$ cat config.mk
export PLATFORM = sky130hd
export DESIGN_NAME = pipe_ctrl
export DESIGN_NICKNAME = d
export VERILOG_FILES = /design/src/rtl/pipe_ctrl_pkg.sv /design/src/rtl/pipe_ctrl_irq_fsm.sv /design/src/rtl/pipe_ctrl.sv
export SDC_FILE = /design/constraint.sdc
export NUM_CORES = 1
export LEC_CHECK = 0
export BUFFER_PORTS_ARGS = -buffer_cell sky130_fd_sc_hd__buf_2
export CAP_MARGIN = 30
export CORE_MARGIN = 2
export CORE_UTILIZATION = 42
export CTS_CLUSTER_SIZE = 14
export DETAILED_ROUTE_END_ITERATION = 6
export GPL_ROUTABILITY_DRIVEN = 0
export GPL_TIMING_DRIVEN = 0
export PLACE_DENSITY = 0.81
export SETUP_SLACK_MARGIN = 0.02
export SYNTH_ARGS = -nofsm -noshare
export SYNTH_HDL_FRONTEND = slang
export SYNTH_HIERARCHICAL = 1
export SYNTH_SLANG_ARGS = --single-unit
$ cat constraint.sdc
create_clock -name clk_100MHz -period 1.5 [get_ports clk_100MHz]
set_clock_uncertainty 0.05 [all_clocks]
set_input_delay 0.075 -clock clk_100MHz [delete_from_list [all_inputs] [get_ports clk_100MHz]]
set_output_delay 0.075 -clock clk_100MHz [all_outputs]
set_load 0.1 [all_outputs]
$ cat src/rtl/pipe_ctrl_pkg.sv
// Shared encodings for the pipeline control unit: trap FSM states and
// per-stage hold patterns.
package pipe_ctrl_pkg;

  // Trap-entry FSM states
  typedef enum logic [1:0] {
    CTRL_IDLE   = 2'd0,
    CTRL_WAIT   = 2'd1,
    CTRL_TAKE   = 2'd2,
    CTRL_SETTLE = 2'd3
  } ctrl_state_e;

  // hold_ena_o patterns, bit order {ID/EX, IF/ID, PC}
  localparam logic [2:0] HOLD_NONE    = 3'b000;
  localparam logic [2:0] HOLD_LOADUSE = 3'b011;
  localparam logic [2:0] HOLD_ALL     = 3'b111;

  localparam logic JUMP_ENABLE = 1'b1;
  localparam logic HOLD_ENABLE = 1'b1;

endpackage

$ cat src/rtl/pipe_ctrl_irq_fsm.sv
// Interrupt-entry FSM: arms on a request, waits out multi-cycle stalls,
// takes the trap for one cycle, then ignores the request for one cycle.
// Owns the state register, the latched trap vector and the EPC.
module pipe_ctrl_irq_fsm
  import pipe_ctrl_pkg::*;
#(
  parameter int ADDR_W = 32
) (
  input  logic              clk_100MHz,
  input  logic              rst,
  input  logic              irq_req_i,
  input  logic [ADDR_W-1:0] irq_vec_i,
  input  logic              stall_i,
  input  logic              jump_req_ex_i,
  input  logic [ADDR_W-1:0] jump_addr_ex_i,
  input  logic [ADDR_W-1:0] ex_pc_i,
  output ctrl_state_e       state_o,
  output logic [ADDR_W-1:0] vec_o,
  output logic [ADDR_W-1:0] epc_o
);

  ctrl_state_e       state_q, state_d;
  logic [ADDR_W-1:0] vec_q, vec_d;
  logic [ADDR_W-1:0] epc_q, epc_d;

  // Next-state, vector latch and EPC capture
  always_comb begin
    state_d = state_q;
    vec_d   = vec_q;
    epc_d   = epc_q;
    case (state_q)
      CTRL_IDLE: begin
        if (irq_req_i) begin
          vec_d   = irq_vec_i;
          state_d = stall_i ? CTRL_WAIT : CTRL_TAKE;
        end
      end
      CTRL_WAIT: begin
        // a dropped request does not cancel; the latched vector is used
        if (!stall_i) state_d = CTRL_TAKE;
      end
      CTRL_TAKE: begin
        // a branch resolving in the trap cycle is squashed, so resume at its target
        epc_d   = jump_req_ex_i ? jump_addr_ex_i : ex_pc_i;
        state_d = CTRL_SETTLE;
      end
      CTRL_SETTLE: state_d = CTRL_IDLE;
      default:     state_d = CTRL_IDLE;
    endcase
  end

  // State, vector and EPC registers with synchronous reset
  always_ff @(posedge clk_100MHz) begin
    if (rst) begin
      state_q <= CTRL_IDLE;
      vec_q   <= '0;
      epc_q   <= '0;
    end else begin
      state_q <= state_d;
      vec_q   <= vec_d;
      epc_q   <= epc_d;
    end
  end

  assign state_o = state_q;
  assign vec_o   = vec_q;
  assign epc_o   = epc_q;

endmodule

$ cat src/rtl/pipe_ctrl.sv
// Central pipeline control: merges hold and redirect requests into the PC
// jump/hold interface and per-stage hold/flush lines.
// Optional feature macro: PIPE_CTRL_PERF_CNT_EN adds saturating stall and
// flush counters.
module pipe_ctrl
  import pipe_ctrl_pkg::*;
#(
  parameter int ADDR_W = 32,
  parameter int CNT_W  = 32
) (
  input  logic              clk_100MHz,
  input  logic              rst,
  input  logic              hold_id_i,
  input  logic              hold_ex_i,
  input  logic              hold_bus_i,
  input  logic              jump_req_ex_i,
  input  logic [ADDR_W-1:0] jump_addr_ex_i,
  input  logic [ADDR_W-1:0] ex_pc_i,
  input  logic              irq_req_i,
  input  logic [ADDR_W-1:0] irq_vec_i,
  output logic              jump_ena_o,
  output logic [ADDR_W-1:0] jump_addr_o,
  output logic [2:0]        hold_ena_o,
  output logic              flush_ifid_o,
  output logic              flush_idex_o,
  output logic              irq_ack_o,
`ifdef PIPE_CTRL_PERF_CNT_EN
  output logic [CNT_W-1:0]  stall_cnt_o,
  output logic [CNT_W-1:0]  flush_cnt_o,
`endif
  output logic [ADDR_W-1:0] epc_o
);

  ctrl_state_e       state;
  logic [ADDR_W-1:0] vec;
  logic              stall;

  assign stall = hold_ex_i | hold_bus_i;

  pipe_ctrl_irq_fsm #(.ADDR_W(ADDR_W)) u_irq_fsm (
    .clk_100MHz     (clk_100MHz),
    .rst            (rst),
    .irq_req_i      (irq_req_i),
    .irq_vec_i      (irq_vec_i),
    .stall_i        (stall),
    .jump_req_ex_i  (jump_req_ex_i),
    .jump_addr_ex_i (jump_addr_ex_i),
    .ex_pc_i        (ex_pc_i),
    .state_o        (state),
    .vec_o          (vec),
    .epc_o          (epc_o)
  );

  // Priority mux: trap states override the normal stall > branch > load-use order
  always_comb begin
    jump_ena_o   = 1'b0;
    jump_addr_o  = '0;
    hold_ena_o   = HOLD_NONE;
    flush_ifid_o = 1'b0;
    flush_idex_o = 1'b0;
    irq_ack_o    = 1'b0;
    if (!rst) begin
      if (state == CTRL_TAKE) begin
        jump_ena_o   = JUMP_ENABLE;
        jump_addr_o  = vec;
        flush_ifid_o = 1'b1;
        flush_idex_o = 1'b1;
        irq_ack_o    = 1'b1;
      end else if (state == CTRL_WAIT || (state == CTRL_IDLE && irq_req_i)) begin
        // freeze everything so the instruction in EX survives until the trap
        hold_ena_o = HOLD_ALL;
      end else if (stall) begin
        // EX keeps its jump request up until the stall releases
        hold_ena_o = HOLD_ALL;
      end else if (jump_req_ex_i) begin
        // branch squashes any load-use instruction, so it wins over hold_id_i
        jump_ena_o   = JUMP_ENABLE;
        jump_addr_o  = jump_addr_ex_i;
        flush_ifid_o = 1'b1;
        flush_idex_o = 1'b1;
      end else if (hold_id_i) begin
        hold_ena_o   = HOLD_LOADUSE;
        flush_idex_o = 1'b1;
      end
    end
  end

`ifdef PIPE_CTRL_PERF_CNT_EN
  logic [CNT_W-1:0] stall_cnt_q, stall_cnt_d;
  logic [CNT_W-1:0] flush_cnt_q, flush_cnt_d;

  // Saturating event counters
  always_comb begin
    stall_cnt_d = stall_cnt_q;
    flush_cnt_d = flush_cnt_q;
    if (hold_ena_o[0] && stall_cnt_q != {CNT_W{1'b1}}) stall_cnt_d = stall_cnt_q + 1'b1;
    if (flush_ifid_o && flush_cnt_q != {CNT_W{1'b1}}) flush_cnt_d = flush_cnt_q + 1'b1;
  end

  // Counter registers with synchronous reset
  always_ff @(posedge clk_100MHz) begin
    if (rst) begin
      stall_cnt_q <= '0;
      flush_cnt_q <= '0;
    end else begin
      stall_cnt_q <= stall_cnt_d;
      flush_cnt_q <= flush_cnt_d;
    end
  end

  assign stall_cnt_o = stall_cnt_q;
  assign flush_cnt_o = flush_cnt_q;
`endif

endmodule

* Word-level counts from Yosys, hierarchy flattened
Index checks and enable logic that the tools add are counted.
** Word-level totals
- Register bits after elaboration :: 66
- Output and inout bits :: 71
- Logic and storage cells :: 43
** Operators by class
- Equality and inequality tests :: 5
- Muxes and demuxes :: 29
- Bitwise gates (word level) :: 1
- Reductions and logical operators :: 5
** Operators by type and width (count)
- 2-to-1 mux 32 bit :: 6
- 2-to-1 mux 1 bit :: 13
- 2-to-1 mux 3 bit :: 4
- 2-to-1 mux 2 bit :: 5
- one-hot mux 2 bit (4 select lines) :: 1
- == test 2 bit (second input constant) :: 2
- != test 2 bit (second input constant) :: 2
- AND reduction 2 bit :: 2
- == test 2 x 1 -> 1 bit (second input constant) :: 1
- zero test 2 bit :: 1
- logical AND 1 bit :: 1
- logical OR 1 bit :: 1
- bitwise OR 1 bit :: 1

* Depth between registers and ports, before layout
- Depth after elaboration :: 6
- Gate-level depth with buffers :: 7

* Cells and area by module
The synthesis kept the hierarchy.
** By module, submodules not included
- pipe_ctrl_irq_fsm :: instances 1, cells each 301, area each 2716.4 µm²
- pipe_ctrl :: instances 1, cells each 124, area each 823.3 µm²

* Worst setup path after synthesis
OpenSTA, ideal clock, no wires.
- Kind :: register -> output
- Start :: register u_irq_fsm.state_q[0], in the netlist u_irq_fsm/state_o[0]
- End :: output port jump_addr_o[28]
- Data arrival time :: 3001 ps
- Data required time :: 1375 ps
- Setup slack :: -1626 ps
- Stages on the path, launching flop included :: 5
- Buffers on the path :: 1
- Cells stage by stage :: dfxtp_1 > inv_1 > a21o_1 > buf_6 > o31ai_1
** Between the ends
- Longest elaborated chain between the ends :: 6
** RTL lines
- start: declaration :: RTL line pipe_ctrl_irq_fsm.sv:22 : ctrl_state_e state_q, state_d;
- start signal: assignment :: RTL line pipe_ctrl_irq_fsm.sv:59 : state_q <= state_d;
- zero test 2 bit :: RTL line pipe_ctrl.sv:69 : end else if (state == CTRL_WAIT || (state == CTRL_IDLE && irq_req_i)) begin
- logical AND 1 bit :: RTL line pipe_ctrl.sv:69
- logical OR 1 bit :: RTL line pipe_ctrl.sv:69
- 2-to-1 mux 32 bit :: RTL line pipe_ctrl.sv:69
- 2-to-1 mux 32 bit * :: RTL line pipe_ctrl.sv:63 : if (state == CTRL_TAKE) begin
- 2-to-1 mux 32 bit * :: RTL line pipe_ctrl.sv:62 : if (!rst) begin
- end: declaration :: RTL line pipe_ctrl.sv:22 : output logic [ADDR_W-1:0] jump_addr_o,
Every way passes the cells marked *; elsewhere a longest branch is shown, timed or not.

* Worst setup path in the final report
- Start :: register u_irq_fsm.state_q[0], in the netlist u_irq_fsm/state_o[0]
- End :: output port jump_addr_o[8]
The elaborated chain is that of the path after synthesis.

==> out/qor.yml <==
layout:
  layout.nets: 764
  stdcell_count: 764
  area_growth_pct: 83.8
  finalInstanceArea_um2: 6500
  diodes: 0
  layout-drive-gt1-share_pct: 47.5
power_and_ir_drop:
  seqPwrFrac_pct: 23.9
  combPwrFrac_pct: 63.0
  switching_share_pct: 54.3
  peakVddDrop_v: 0.00145
  p_leak_nw: 2.85
  power_mw: 10.9
  p_switching_mw: 5.91
  pwr_density_cell_nw_per_um2: 1670
  clock_power_share_pct: 13.0
  intPower_mw: 4.98
setup_path:
  end_kind: "primary output"
  r2r_end: "u_irq_fsm/vec_o[0]"
  critPathKind: "reg2out"
  reg2reg_depth: 8
  startpoint: "u_irq_fsm/state_o[0]"
  endpoint: "jump_addr_o[8]"
  arrival_ps: 1740
  cp_max_fo: 10
  ff2ff_setup_slack_ps: -20
  required_ps: 1370
  cp-start-kind: "register"
  worstReg2RegStart: "u_irq_fsm/state_o[0]"
timing:
  finalCriticalPeriod_ps: 1860
  setup_viol: 42
  slew_viol_final: 0
  min_period_over_period_pct: 124
  fmax_mhz: 538
  fin_ws_ps: -360
  relSlewSlack_pct: 45.9
  finalHoldViolCount: 0
  rsz0062_at_grt: "true"
  tightest_slew_ps: 811
  hold_ws_ps: 25.5
yosys:
  netlist_area_um2: 3540
  synth_top_area_share_pct: 37.3
  async_flop_share_pct: 0
  synth.area.mux_share_pct: 9.61
  syn_avg_cell_area_um2: 8.33
  synth-xor-area-share_pct: 0
  netlist_instances: 425
  synth_commonest_cells: "nand2_1 (98), dfxtp_1 (66), inv_1 (37), nor2_1 (36), a21oi_1 (35)"
  syn-num-nets: 533
  yosysUniqueCellTypes: 27
  synth_compound_area_share_pct: 24.2
  synth_adder_area_share_pct: 1.77
  ys_warn_count: 6
  seq_area_frac_synth_pct: 37.3
  ys_top_cells_by_area: "dfxtp_1 (37%), nand2_1 (10%), o31ai_2 (10%)"
  synth_top_family_by_area: "compound AO/OA/AOI/OAI gates"
  synth_top_area_cell: "dfxtp_1"
  synthFlopType: "dfxtp_1"
  synth-edff-count: 0
  synth.most_common_cell: "nand2_1"
  yosys.area_share.simple_pct: 15.1
  ys_ff_latch: 66
grt:
  overflow: 0
  grt_max_degree: 11
  grt_pass1_vias: 4003
  grt_usage_pct: 28.3
  antenna_found_initial: 0
  grt_pass1_wl_um: 19700
route:
  wl_per_cell_um: 18.4
  vias: 4048
  drc: 0
  drt_iter0_drc: 218
  wl_um: 14100
  vias_per_cell: 5.30
  drt_first_pass_iters: 4
  postRouteAntennaNets: 0
clock_tree:
  cts_root_buf: "clkbuf_8"
  cts_tree: "yes"
  cts_max_level: 3
  clk_latency_ps: 320
  numCtsBuffers: 9
  cts.clk_slew.worst_paths_ps: 80
  cts.sinks: 66
  cts.path.max_buffers: 2
place:
  io_buffer_count: 173
  hpwl_um: 8450
  placed_cells: 703
  post_dp_cell_area_um2: 4920
floorplan:
  core-area_um2: 8180
  initial_core_util_pct: 43.3
  fp.dieW_um: 95.8
  dieArea_um2: 9180
  rows: 33
  num_io_pins: 174
  die_h_um: 95.8
flow_run:
  max_cap_violations: 0
hold_path:
  hold_class: "in2reg"
outcome:
  violations: "negative setup slack"
  status: "finished, violations left"
## worst min path at each step
stage | start | end | slack [ps] | cells after the start
6_report | ex_pc_i[24] | u_irq_fsm/epc_o[24] | 30 | 3
2_1_floorplan | irq_vec_i[0] | u_irq_fsm/vec_o[0] | 160 | 2
4_1_cts | ex_pc_i[24] | u_irq_fsm/epc_o[24] | 10 | 3
5_1_grt | ex_pc_i[24] | u_irq_fsm/epc_o[24] | 20 | 3
3_5_place_dp | irq_vec_i[23] | u_irq_fsm/vec_o[23] | 270 | 3
3_3_place_gp | irq_vec_i[23] | u_irq_fsm/vec_o[23] | 270 | 3
## state kept, by name, indices dropped and copies added (netlist names)
signal,count
u_irq_fsm/epc_o,32
u_irq_fsm/vec_o,32
u_irq_fsm/state_o,2
## cells in the final DEF, fill, tap and decap left out, types with 19 or more instances in the layout
| cell | count |
|---|---|
| buf_2 | 138 |
| dfxtp_1 | 64 |
| nand2_1 | 96 |
| inv_1 | 35 |
| buf_12 | 49 |
| nor2_1 | 34 |
| dlygate4sd3_1 | 32 |
| a211oi_1 | 19 |
| mux2i_1 | 34 |
| o31ai_4 | 32 |
## per-layer routing
layer	wire length, um	GRT usage [%]	vias to the layer above	share of wire (%)
li1	-	-	1891	-
met1	5320	30.2	1931	38
met2	7540	54.0	188	54
met3	848	5.72	38	6.0
met4	367	10.7	0	2.6
met5	0	0	-	0
## what timing repair did
action / in CTS / in global routing
buffers inserted: 3 / 7
endpoints found under the hold margin: 32 / 0
gates resized for setup: 185 / 64
endpoints found under the setup margin: 100 / 102
hold buffers: 32 / 0
gates cloned: 0 / 5
pin swaps: 15 / 9
## power by group through the flow
stage / Combinational, mW / Clock, mW / Sequential, mW
global placement: 5.52 / 0 / 2.58
finish: 6.86 / 1.42 / 2.60
detailed placement: 5.60 / 0 / 2.60
floorplan: 2.29 / 0 / 4.94
global route: 7.10 / 1.54 / 2.65
CTS: 6.11 / 1.43 / 2.58
## cell type report
type	count	area (um^2)
repair buffers	220	1960
inverters	38	149
plain buffers	37	457
multi-input cells	284	2300
well taps	105	131
clock inverters	4	45.0
clock buffers	10	128
fillers	483	1670
flip-flops and latches	66	1330
## through the flow
stage	util (%)	worst slack, ps	TNS, ps
6_report	79.6	-360	-12150
5_1_grt	79.6	-400	-14440
4_1_cts	74.7	-368	-12220
3_5_place_dp	60.2	-354	-15330
3_3_place_gp	60.2	-335	-12280
2_1_floorplan	-	-373	-11860
## worst max-delay path: stages, from the launching register on
cell     delay, ps
dfxtp_4        380
inv_2           50
a21o_1         170
buf_8          150
buf_12         160
o31ai_4        270
buf_12         210
## kinds of logic (layout without fill, tap and decap cells)
logic type | Yosys count | after routing
AOI/OAI and AO/OA | 106 | 106
adders and majority gates | 5 | 5
buffers and inverters | 75 | 309
DFF | 66 | 66
muxes | 34 | 34
and+or+nand+nor | 139 | 139
No activity file was read; power rests on OpenSTA's default activity.
